**config.mk**
```make
export PLATFORM = sky130hd
export DESIGN_NAME = board_m_flat
export DESIGN_NICKNAME = d
export VERILOG_FILES = /design/src/rtl/board_m_if.sv /design/src/rtl/board_m.sv /design/src/flat_wrapper.sv
export SDC_FILE = /design/constraint.sdc
export NUM_CORES = 1
export LEC_CHECK = 0
export BUFFER_PORTS_ARGS = -buffer_cell sky130_fd_sc_hd__buf_2
export CORE_MARGIN = 4
export CORE_UTILIZATION = 35
export DETAILED_ROUTE_END_ITERATION = 7
export GPL_TIMING_DRIVEN = 0
export REMOVE_ABC_BUFFERS = 1
export SKIP_LAST_GASP = 1
export SLEW_MARGIN = 20
export SYNTH_ARGS = -nofsm -noshare
export SYNTH_HDL_FRONTEND = slang
export SYNTH_SLANG_ARGS = --single-unit
```
**constraint.sdc**
```tcl
create_clock -name clk -period 1.8 [get_ports clk]
set_input_delay 0.09 -clock clk [delete_from_list [all_inputs] [get_ports clk]]
set_output_delay 0.09 -clock clk [all_outputs]
set_load 0.05 [all_outputs]
```
**src/rtl/board_m_if.sv**
```systemverilog
// rtl/board_m_if.sv - move request / board status bundle between mover and board_m
interface board_m_if;
    logic [3:0]  update_loc;
    logic [1:0]  update_val;
    logic        submit;
    logic        turn;
    logic [17:0] board_state;
    logic        move_ack;
    logic        move_nak;
    logic        game_over;
    logic [1:0]  winner;

    modport master (
        output update_loc, update_val, submit,
        input  turn, board_state, move_ack, move_nak, game_over, winner
    );

    modport slave (
        input  update_loc, update_val, submit,
        output turn, board_state, move_ack, move_nak, game_over, winner
    );
endinterface

```
**src/rtl/board_m.sv**
```systemverilog
// rtl/board_m.sv - 3x3 board keeper: move validation, win/draw detection, turn tracking
// Optional BOARD_MARK_CHECK_EN: only X on the player turn and O on the AI turn are legal.
module board_m (
    input  logic       clk,
    input  logic       reset,
    board_m_if.slave   bus
);
    localparam logic [1:0] CELL_EMPTY  = 2'd0;
    localparam logic [1:0] CELL_X      = 2'd1;
    localparam logic [1:0] CELL_O      = 2'd2;
    localparam logic       TURN_PLAYER = 1'b0;
    localparam logic       TURN_AI     = 1'b1;

    // Cell indices of the 8 lines: 3 rows, 3 columns, 2 diagonals
    localparam int LA [8] = '{0, 3, 6, 0, 1, 2, 0, 2};
    localparam int LB [8] = '{1, 4, 7, 3, 4, 5, 4, 4};
    localparam int LC [8] = '{2, 5, 8, 6, 7, 8, 8, 6};

    typedef enum logic [1:0] {S_WAIT, S_WRITE, S_CHECK, S_DONE} state_t;

    state_t      state;
    logic        submit_q;
    logic [3:0]  cap_loc;
    logic [1:0]  cap_val;
    logic [17:0] board;
    logic        turn;
    logic [3:0]  move_count;
    logic        move_ack;
    logic        move_nak;
    logic        nak_pending;
    logic        game_over;
    logic [1:0]  winner;

    logic        rise;
    logic [1:0]  cur_cell;
    logic        mark_ok;
    logic        legal;
    logic        line_hit;
    logic [1:0]  line_mark;

    assign rise = bus.submit & ~submit_q;

    always_comb begin
        cur_cell = CELL_EMPTY;
        for (int i = 0; i < 9; i++) begin
            if (cap_loc == 4'(i)) cur_cell = board[2*i +: 2];
        end
    end

`ifdef BOARD_MARK_CHECK_EN
    assign mark_ok = (turn == TURN_PLAYER) ? (cap_val == CELL_X) : (cap_val == CELL_O);
`else
    assign mark_ok = 1'b1;
`endif

    assign legal = (cap_loc <= 4'd8) && (cur_cell == CELL_EMPTY) &&
                   (cap_val != CELL_EMPTY) && mark_ok;

    always_comb begin
        line_hit  = 1'b0;
        line_mark = CELL_EMPTY;
        for (int l = 0; l < 8; l++) begin
            if (board[2*LA[l] +: 2] != CELL_EMPTY &&
                board[2*LA[l] +: 2] == board[2*LB[l] +: 2] &&
                board[2*LA[l] +: 2] == board[2*LC[l] +: 2]) begin
                line_hit  = 1'b1;
                line_mark = board[2*LA[l] +: 2];
            end
        end
    end

    always_ff @(posedge clk) begin
        if (reset) begin
            state       <= S_WAIT;
            submit_q    <= 1'b0;
            cap_loc     <= 4'd0;
            cap_val     <= CELL_EMPTY;
            board       <= '0;
            turn        <= TURN_PLAYER;
            move_count  <= 4'd0;
            move_ack    <= 1'b0;
            move_nak    <= 1'b0;
            nak_pending <= 1'b0;
            game_over   <= 1'b0;
            winner      <= CELL_EMPTY;
        end else begin
            submit_q    <= bus.submit;
            move_ack    <= 1'b0;
            move_nak    <= 1'b0;
            nak_pending <= 1'b0;
            case (state)
                S_WAIT: begin
                    if (rise) begin
                        cap_loc <= bus.update_loc;
                        cap_val <= bus.update_val;
                        state   <= S_WRITE;
                    end
                end
                S_WRITE: begin
                    if (legal) begin
                        for (int i = 0; i < 9; i++) begin
                            if (cap_loc == 4'(i)) board[2*i +: 2] <= cap_val;
                        end
                        move_count <= move_count + 4'd1;
                        move_ack   <= 1'b1;
                        state      <= S_CHECK;
                    end else begin
                        move_nak <= 1'b1;
                        state    <= S_WAIT;
                    end
                end
                S_CHECK: begin
                    // turn only changes here, keeping it stable for downstream drivers
                    if (line_hit) begin
                        winner    <= line_mark;
                        game_over <= 1'b1;
                        state     <= S_DONE;
                    end else if (move_count == 4'd9) begin
                        winner    <= CELL_EMPTY;
                        game_over <= 1'b1;
                        state     <= S_DONE;
                    end else begin
                        turn  <= (turn == TURN_PLAYER) ? TURN_AI : TURN_PLAYER;
                        state <= S_WAIT;
                    end
                end
                S_DONE: begin
                    // nak lands with the same latency as a rejected move in WRITE
                    if (rise) nak_pending <= 1'b1;
                    move_nak <= nak_pending;
                end
                default: state <= S_WAIT;
            endcase
        end
    end

    assign bus.turn        = turn;
    assign bus.board_state = board;
    assign bus.move_ack    = move_ack;
    assign bus.move_nak    = move_nak;
    assign bus.game_over   = game_over;
    assign bus.winner      = winner;
endmodule

```
**src/flat_wrapper.sv**
```systemverilog
// flat-port wrapper written by rule: the top's interface ports become plain ports
module board_m_flat 
  (clk, reset, bus_update_loc, bus_update_val, bus_submit, bus_turn, bus_board_state, bus_move_ack, bus_move_nak, bus_game_over, bus_winner);
  board_m_if bus_i ();
  input  logic clk;
  input  logic reset;
  input wire logic [$bits(bus_i.update_loc)-1:0] bus_update_loc;
  input wire logic [$bits(bus_i.update_val)-1:0] bus_update_val;
  input wire logic [$bits(bus_i.submit)-1:0] bus_submit;
  output wire logic [$bits(bus_i.turn)-1:0] bus_turn;
  output wire logic [$bits(bus_i.board_state)-1:0] bus_board_state;
  output wire logic [$bits(bus_i.move_ack)-1:0] bus_move_ack;
  output wire logic [$bits(bus_i.move_nak)-1:0] bus_move_nak;
  output wire logic [$bits(bus_i.game_over)-1:0] bus_game_over;
  output wire logic [$bits(bus_i.winner)-1:0] bus_winner;
  assign bus_i.update_loc = bus_update_loc;
  assign bus_i.update_val = bus_update_val;
  assign bus_i.submit = bus_submit;
  assign bus_turn = bus_i.turn;
  assign bus_board_state = bus_i.board_state;
  assign bus_move_ack = bus_i.move_ack;
  assign bus_move_nak = bus_i.move_nak;
  assign bus_game_over = bus_i.game_over;
  assign bus_winner = bus_i.winner;
  board_m u_core (.clk(clk), .reset(reset), .bus(bus_i));
endmodule
```
### Word level (Yosys, flattened, before mapping)

Index checks and enable logic that the tools add are counted.

* flip-flop bits (word level): 38
* bits in latches: 0
* memory bits (writable): 0
* memory bits (read-only): 0
* input bits: 9
* output and inout port bits: 24
* logic and storage cells: 141
* memories: 0

* add/sub/neg operators: 1
* multiply operators: 0
* divide/modulo/power cells: 0
* magnitude comparators: 1
* equal/unequal tests: 29
* shift operators: 0
* multiplexer cells: 39
* bitwise operators: 6
* reductions and logical operators: 45

Operators by type and width (number)
* two-way mux 2 bit: 23
* == test 2 bit: 16
* AND reduction 3 bit: 10
* logical AND 1 bit: 18
* == test 4 x 3 -> 1 bit (second input constant): 4
* two-way mux 1 bit: 14
* nonzero test 2 bit: 7
* == test 4 x 2 -> 1 bit (second input constant): 2
* == test 4 bit (second input constant): 2
* AND reduction 2 bit: 4
* case mux 2 bit (3 select lines): 1
* inverter 1 bit: 5
* adder 4 x 1 -> 4 bit (second input constant): 1
* == test 2 bit (second input constant): 2
* == test 4 x 1 -> 1 bit (second input constant): 1
* <= comparator 4 bit (second input constant): 1
* logical NOT 2 bit: 2
* logical NOT 4 bit: 1
* OR reduction 2 bit: 2
* nonzero test 3 bit: 1
* == test 2 x 1 -> 1 bit (second input constant): 1
* inequality test 2 x 1 -> 1 bit (second input constant): 1
* case mux 1 bit (2 select lines): 1
* AND 1 bit: 1

### Depth between registers and ports, before layout

* word-level depth: 15
* mapped depth: 9
* gate-level depth less buffers: 9

### Worst setup path before layout

Ideal clock, no wire load.

* kind: register to register
* start point: register u_core.board[12], in the netlist u_core.bus.board_state[12]
* end point: register u_core.winner[0], in the netlist u_core.bus.winner[0]
* setup time: 117 ps
* arrival: 2101 ps
* required time: 1683 ps
* path slack: -418 ps
* stages on the path, launching flop included: 9
* buffers on the path: 1
* clock period less this slack: 2218 ps
* cells stage by stage: dfxtp_1 buf_2 or3_1 nand2_1 a41oi_2 and4_1 nand2_1 o311a_1 a32o_1

* word-level cells in the longest chain between the ends: 11
* elaborated cells between the ends (all ways): 24
* classes of those cells: eq/ne (4); mux (13); reduce/logical (7)

RTL lines
* start: declaration: RTL line board_m.sv:25 `logic [17:0] board;`
* start signal: indexed assignment: RTL line board_m.sv:102 `if (cap_loc == 4'(i)) board[2*i +: 2] <= cap_val;`
* == test 2 bit / nonzero test 2 bit (equally long branches): RTL line board_m.sv:64, board_m.sv:63
* logical AND 1 bit: RTL line board_m.sv:63 `if (board[2*LA[l] +: 2] != CELL_EMPTY &&`
* logical AND 1 bit: RTL line board_m.sv:64 `board[2*LA[l] +: 2] == board[2*LB[l] +: 2] &&`
* two-way mux 1 bit (6 in a row): RTL line board_m.sv:63
* nonzero test 2 bit (no source line)
* AND reduction 2 bit (no source line)
* end signal: assignment: RTL line board_m.sv:115 `winner <= line_mark;`
* end: declaration: RTL line board_m.sv:32 `logic [1:0] winner;`

Parallel ways exist; a longest one is shown, timed or not.
A chain may end at the register's enable or synchronous reset.

### Worst setup path in the final report

* start point: register u_core.board[8], in the netlist u_core.bus.board_state[8]
* end point: register u_core.winner[0], in the netlist u_core.bus.winner[0]

* word-level cells in the longest chain between the ends: 12
* elaborated cells between the ends (all ways): 29
* classes of those cells: eq/ne (4); mux (15); reduce/logical (10)

RTL lines (RTL line)
* == test 2 bit: board_m.sv:64
* logical AND 1 bit: board_m.sv:63
* logical AND 1 bit: board_m.sv:64
* two-way mux 1 bit (7 in a row): board_m.sv:63
* nonzero test 2 bit (no source line)
* AND reduction 2 bit (no source line)

Parallel ways exist; a longest one is shown, timed or not.

==> summary.md <==
| Metric | Value |
|---|---|
| CTS Hold Buffers Added | `0` |
| Io pins | `33` |
| CP delay by family, top | `compound AO/OA/AOI/OAI gates` |
| Antenna diode count | `0` |
| GP Congestion | `between 0.8 and 0.9` |
| Clk_lat worst skew | `0.29 ns` |
| Post-synth top area share | `0.3451` |
| Worst path bufs/invs | `1` |
| Synth Area in Adders | `0.03973` |
| RSZ-0062 raised after global routing | `true` |
| Synth area leader | `dfxtp_1` |
| Flops & latches, synth | `38` |
| Slew of the pin with the lowest slew margin | `0.6789 ns` |
| Largest net degree at the start of global routing | `39` |
| Ys async rst share | `0` |
| Drt via density | `5.671` |
| Worst hold start | `bus_update_loc[3]` |
| Die Ht | `87.37 um` |
| Final period util | `1.091` |
| Synth cell count leaders | `43 x nor2_1, 38 x dfxtp_1, 24 x a21oi_1, 13 x nand3_1, 12 x nand2_1` |
| Critical path type | `reg -> reg` |
| Worst Setup Start Kind | `register` |
| Most used DFF post-synth | `dfxtp_1` |
| Clock-pin transition on the worst setup and hold timing paths | `0.07 ns` |
| Core ar. | `0.006026 mm2` |
| CTS root buf | `clkbuf_8` |
| Routed wire length per instance | `17.05 um` |
| Total gr overflow | `0` |
| Largest family of logic cells by synthesized area | `simple AND/OR/NAND/NOR gates` |
| Max Buffers Root-to-Sink | `2` |
| Worst R2R End | `u_core.bus.winner[0]` |
| First drt pass iteration count | `4` |
| Antenna violations before repair | `0` |
| Power per cell area | `548.4 mW/mm2` |
| Simple-Gate Fraction of Synth Area | `0.2838` |
| Fill cells | `581` |
| Die area | `0.007633 mm2` |
| Worst relative slew slack | `0.5474` |
| DP HPWL | `4.033 mm` |
| Cell Chain, Critical Path | `buf_4 -> or3_1 -> nand2_1 -> a41oi_2 -> and4_4 -> nand2_1 -> o311a_1 -> a32o_1` |
| Clock sink total | `38` |
| Synth Area in Compound Gates | `0.2208` |
| Top-count cell post-synth | `nor2_1` |
| Worst VDD drop | `between 0.0003 and 0.0004 V` |
| Area contributors post-synth | `dfxtp_1 35%, nor2_1 7.3%, a21oi_1 5.4%, mux2i_1 4.1%, ha_1 4.0%` |
| WL final | `6.839 mm` |
| Status | `finished with violations` |
| H-tree Lvls | `2` |
| Final Skew | `0.003684 ns` |
| Clock Power Share | `0.333` |
| Part of the power in registers | `0.523` |
| Fin. max-slew vios | `0` |
| Number of routed nets with antenna violations | `0` |
| Final Core Density | `0.5037` |
| Die width | `about 87 um` |
| Cells on worst reg2reg path | `8` |
| CP max-delay cell | `dfxtp_4` |
| Setup TNS | `-1.985 ns` |
| Endpoint, Worst Hold | `u_core.cap_loc[3]` |
| Internal | `1.200 mW` |
| Worst EP arrival | `2.15 ns` |
| Share of cells above drive strength 1 | `0.4294` |
| TritonCTS clock tree | `yes` |
| Sw Pwr | `464.6 uW` |
| Layout area overhead | `37.68%` |
| Hold Violations, Final | `0` |
| Min cycle time layout | `between 1.5 and 2 ns` |
| Yosys warnings | `0` |
| # DRC | `0` |
| Worst hold-check path type | `in -> reg` |
| Cts bufs inserted | `5` |
| Port bufs | `32` |
| Aggregate global-route resource usage | `0.1789` |
| Syn Std Cell Area | `0.002205 mm2` |
| Syn avg cell area | `8.196 um2` |
| Share of power burned in combinational logic | `0.144` |
| Max-Cap Viols | `0` |
| Mux cell area share after synthesis | `0.04086` |
| DR vias | `2,274` |
| Crit path max fanout | `6` |
| WHS Path Cells | `3` |
| Xor-xnor portion of the synthesized cell area | `0.007946` |
| Fmax | `0.5090 GHz` |
| Pleak | `~1.3 nW` |
| Setup Viol. Count Final | `25` |
| Initial Util | `0.3659` |
| Syn Inst Count | `around 270` |
| Reg2Reg Setup Slack | `-0.16 ns` |
| Switch share | `0.2791` |
| Post-layout nets | `342` |
| Reg2reg start | `u_core.bus.board_state[8]` |
| Synth unique cells | `51` |
| Post-synth EDFFs | `0` |
| Cell mode on critical path | `nand2_1` |
| Worst setup margin | `-0.1645 ns` |
| Critical Path End Type | `register` |
| Num rows | `28` |
| Delay of the slowest cell on the worst path | `0.38 ns` |
| Failing checks | `negative setup slack` |
| Sequential fraction of the synthesis area | `0.3451` |
| DRT iter0 DRCs | `approximately 130` |
| Required @ worst endpoint | `slightly below 2 ns` |
| Vias in the first global route | `2,175` |
| First-pass GRT wire length | `10.78 mm` |
flip-flops by register name (all words and copies together) (netlist names):
| register | cells |
|---|---|
| u_core.bus.board_state | 18 |
| u_core.cap_loc | 4 |
| u_core.move_count | 4 |
| u_core.bus.winner | 2 |
| u_core.cap_val | 2 |
| u_core.state | 2 |
| u_core.bus.game_over | 1 |
| u_core.bus.move_ack | 1 |
| u_core.bus.move_nak | 1 |
| u_core.bus.turn | 1 |
| u_core.nak_pending | 1 |
| u_core.submit_q | 1 |
cells by family (layout without fill, tap and decap cells):
group,count (synthesis),after routing
AOI/OAI and AO/OA,66,67
xor gates and xnor gates,2,2
adders and majority gates,7,7
buffers and inverters,27,83
DFF,38,38
muxes,9,9
and+or+nand+nor,120,120
worst max path at each step:
stage	startpoint	to	slack, ns	cells past startpoint
floorplan	u_core.bus.board_state[0]	u_core.bus.winner[0]	-0.44	7
global placement	u_core.cap_loc[0]	u_core.bus.board_state[17]	-0.52	7
detailed placement	u_core.cap_loc[0]	u_core.bus.board_state[17]	-0.56	7
CTS	u_core.bus.board_state[9]	u_core.bus.winner[0]	-0.08	7
global route	u_core.cap_loc[0]	u_core.state[1]	-0.25	8
finish	u_core.bus.board_state[8]	u_core.bus.winner[0]	-0.16	8
worst register-to-register path, stage by stage (launching register included):
cell	delay [ns]
dfxtp_4	0.38
buf_4	0.16
or3_1	0.10
nand2_1	0.05
a41oi_2	0.21
and4_4	0.31
nand2_1	0.07
o311a_1	0.32
a32o_1	0.26
power by group through the flow:
stage	registers (mW)	logic, mW	clock network (mW)
floorplan	0.911	0.0982	0
global placement	0.908	0.152	0
detailed placement	0.909	0.153	0
CTS	0.876	0.219	0.564
global route	0.874	0.262	0.600
finish	0.870	0.240	0.554
repair_timing:
| item | in CTS | in global routing |
|---|---|---|
| buffers inserted | 22 | 14 |
| hold endpoints to repair | 0 | 0 |
| endpoints found under the setup margin | 29 | 30 |
| resized for setup | 53 | 33 |
| pin swaps | 16 | 10 |
| cloned | 1 | 0 |
cell usage in the layout (no fill, tap or decap), types with 9 or more instances in the layout:
master / instances
buf_2: 33
mux2i_1: 9
nor2_1: 40
a21oi_1: 17
buf_4: 29
nand3_1: 10
dfxtp_4: 18
dfxtp_1: 15
nand2_1: 12
nor2b_1: 9
area by class of cell:
| class | count | area (um2) | area share |
|---|---|---|---|
| multi-input combinational | 205 | 1538 | 0.5066 |
| timing repair buffer | 67 | 456.7 | 0.1505 |
| clock buffer | 5 | 68.82 | 0.02267 |
| inverter | 9 | 33.78 | 0.01113 |
| sequential | 38 | 834.6 | 0.2749 |
| tap | 75 | 93.84 | 0.03092 |
| clock inverter | 2 | 10.01 | 0.003298 |
per-layer routing:
metal / share of wire / global-route usage / up-vias
li1: - / - / 1096
met1: 0.43 / 0.2359 / 1093
met2: 0.49 / 0.2911 / 71
met3: 0.054 / 0.02838 / 14
met4: 0.022 / 0.06974 / 0
met5: 0 / 0 / -
metrics by stage:
step | power, mW | std cells | setup slack [ns] | hold WS (ns) | area, um2
6_report | 1.665 | 401 | -0.1645 | 0.02969 | 3035
5_1_grt | 1.737 | 401 | -0.2510 | 0.03945 | 3035
4_1_cts | 1.659 | 387 | -0.07599 | 0.02563 | 2788
3_5_place_dp | 1.063 | 358 | -0.5590 | 0.3269 | 2356
3_3_place_gp | 1.060 | 358 | -0.5224 | 0.3188 | 2356
2_1_floorplan | 1.010 | 251 | -0.4416 | 0.1591 | 2102
(Power assumes the default switching activity.)
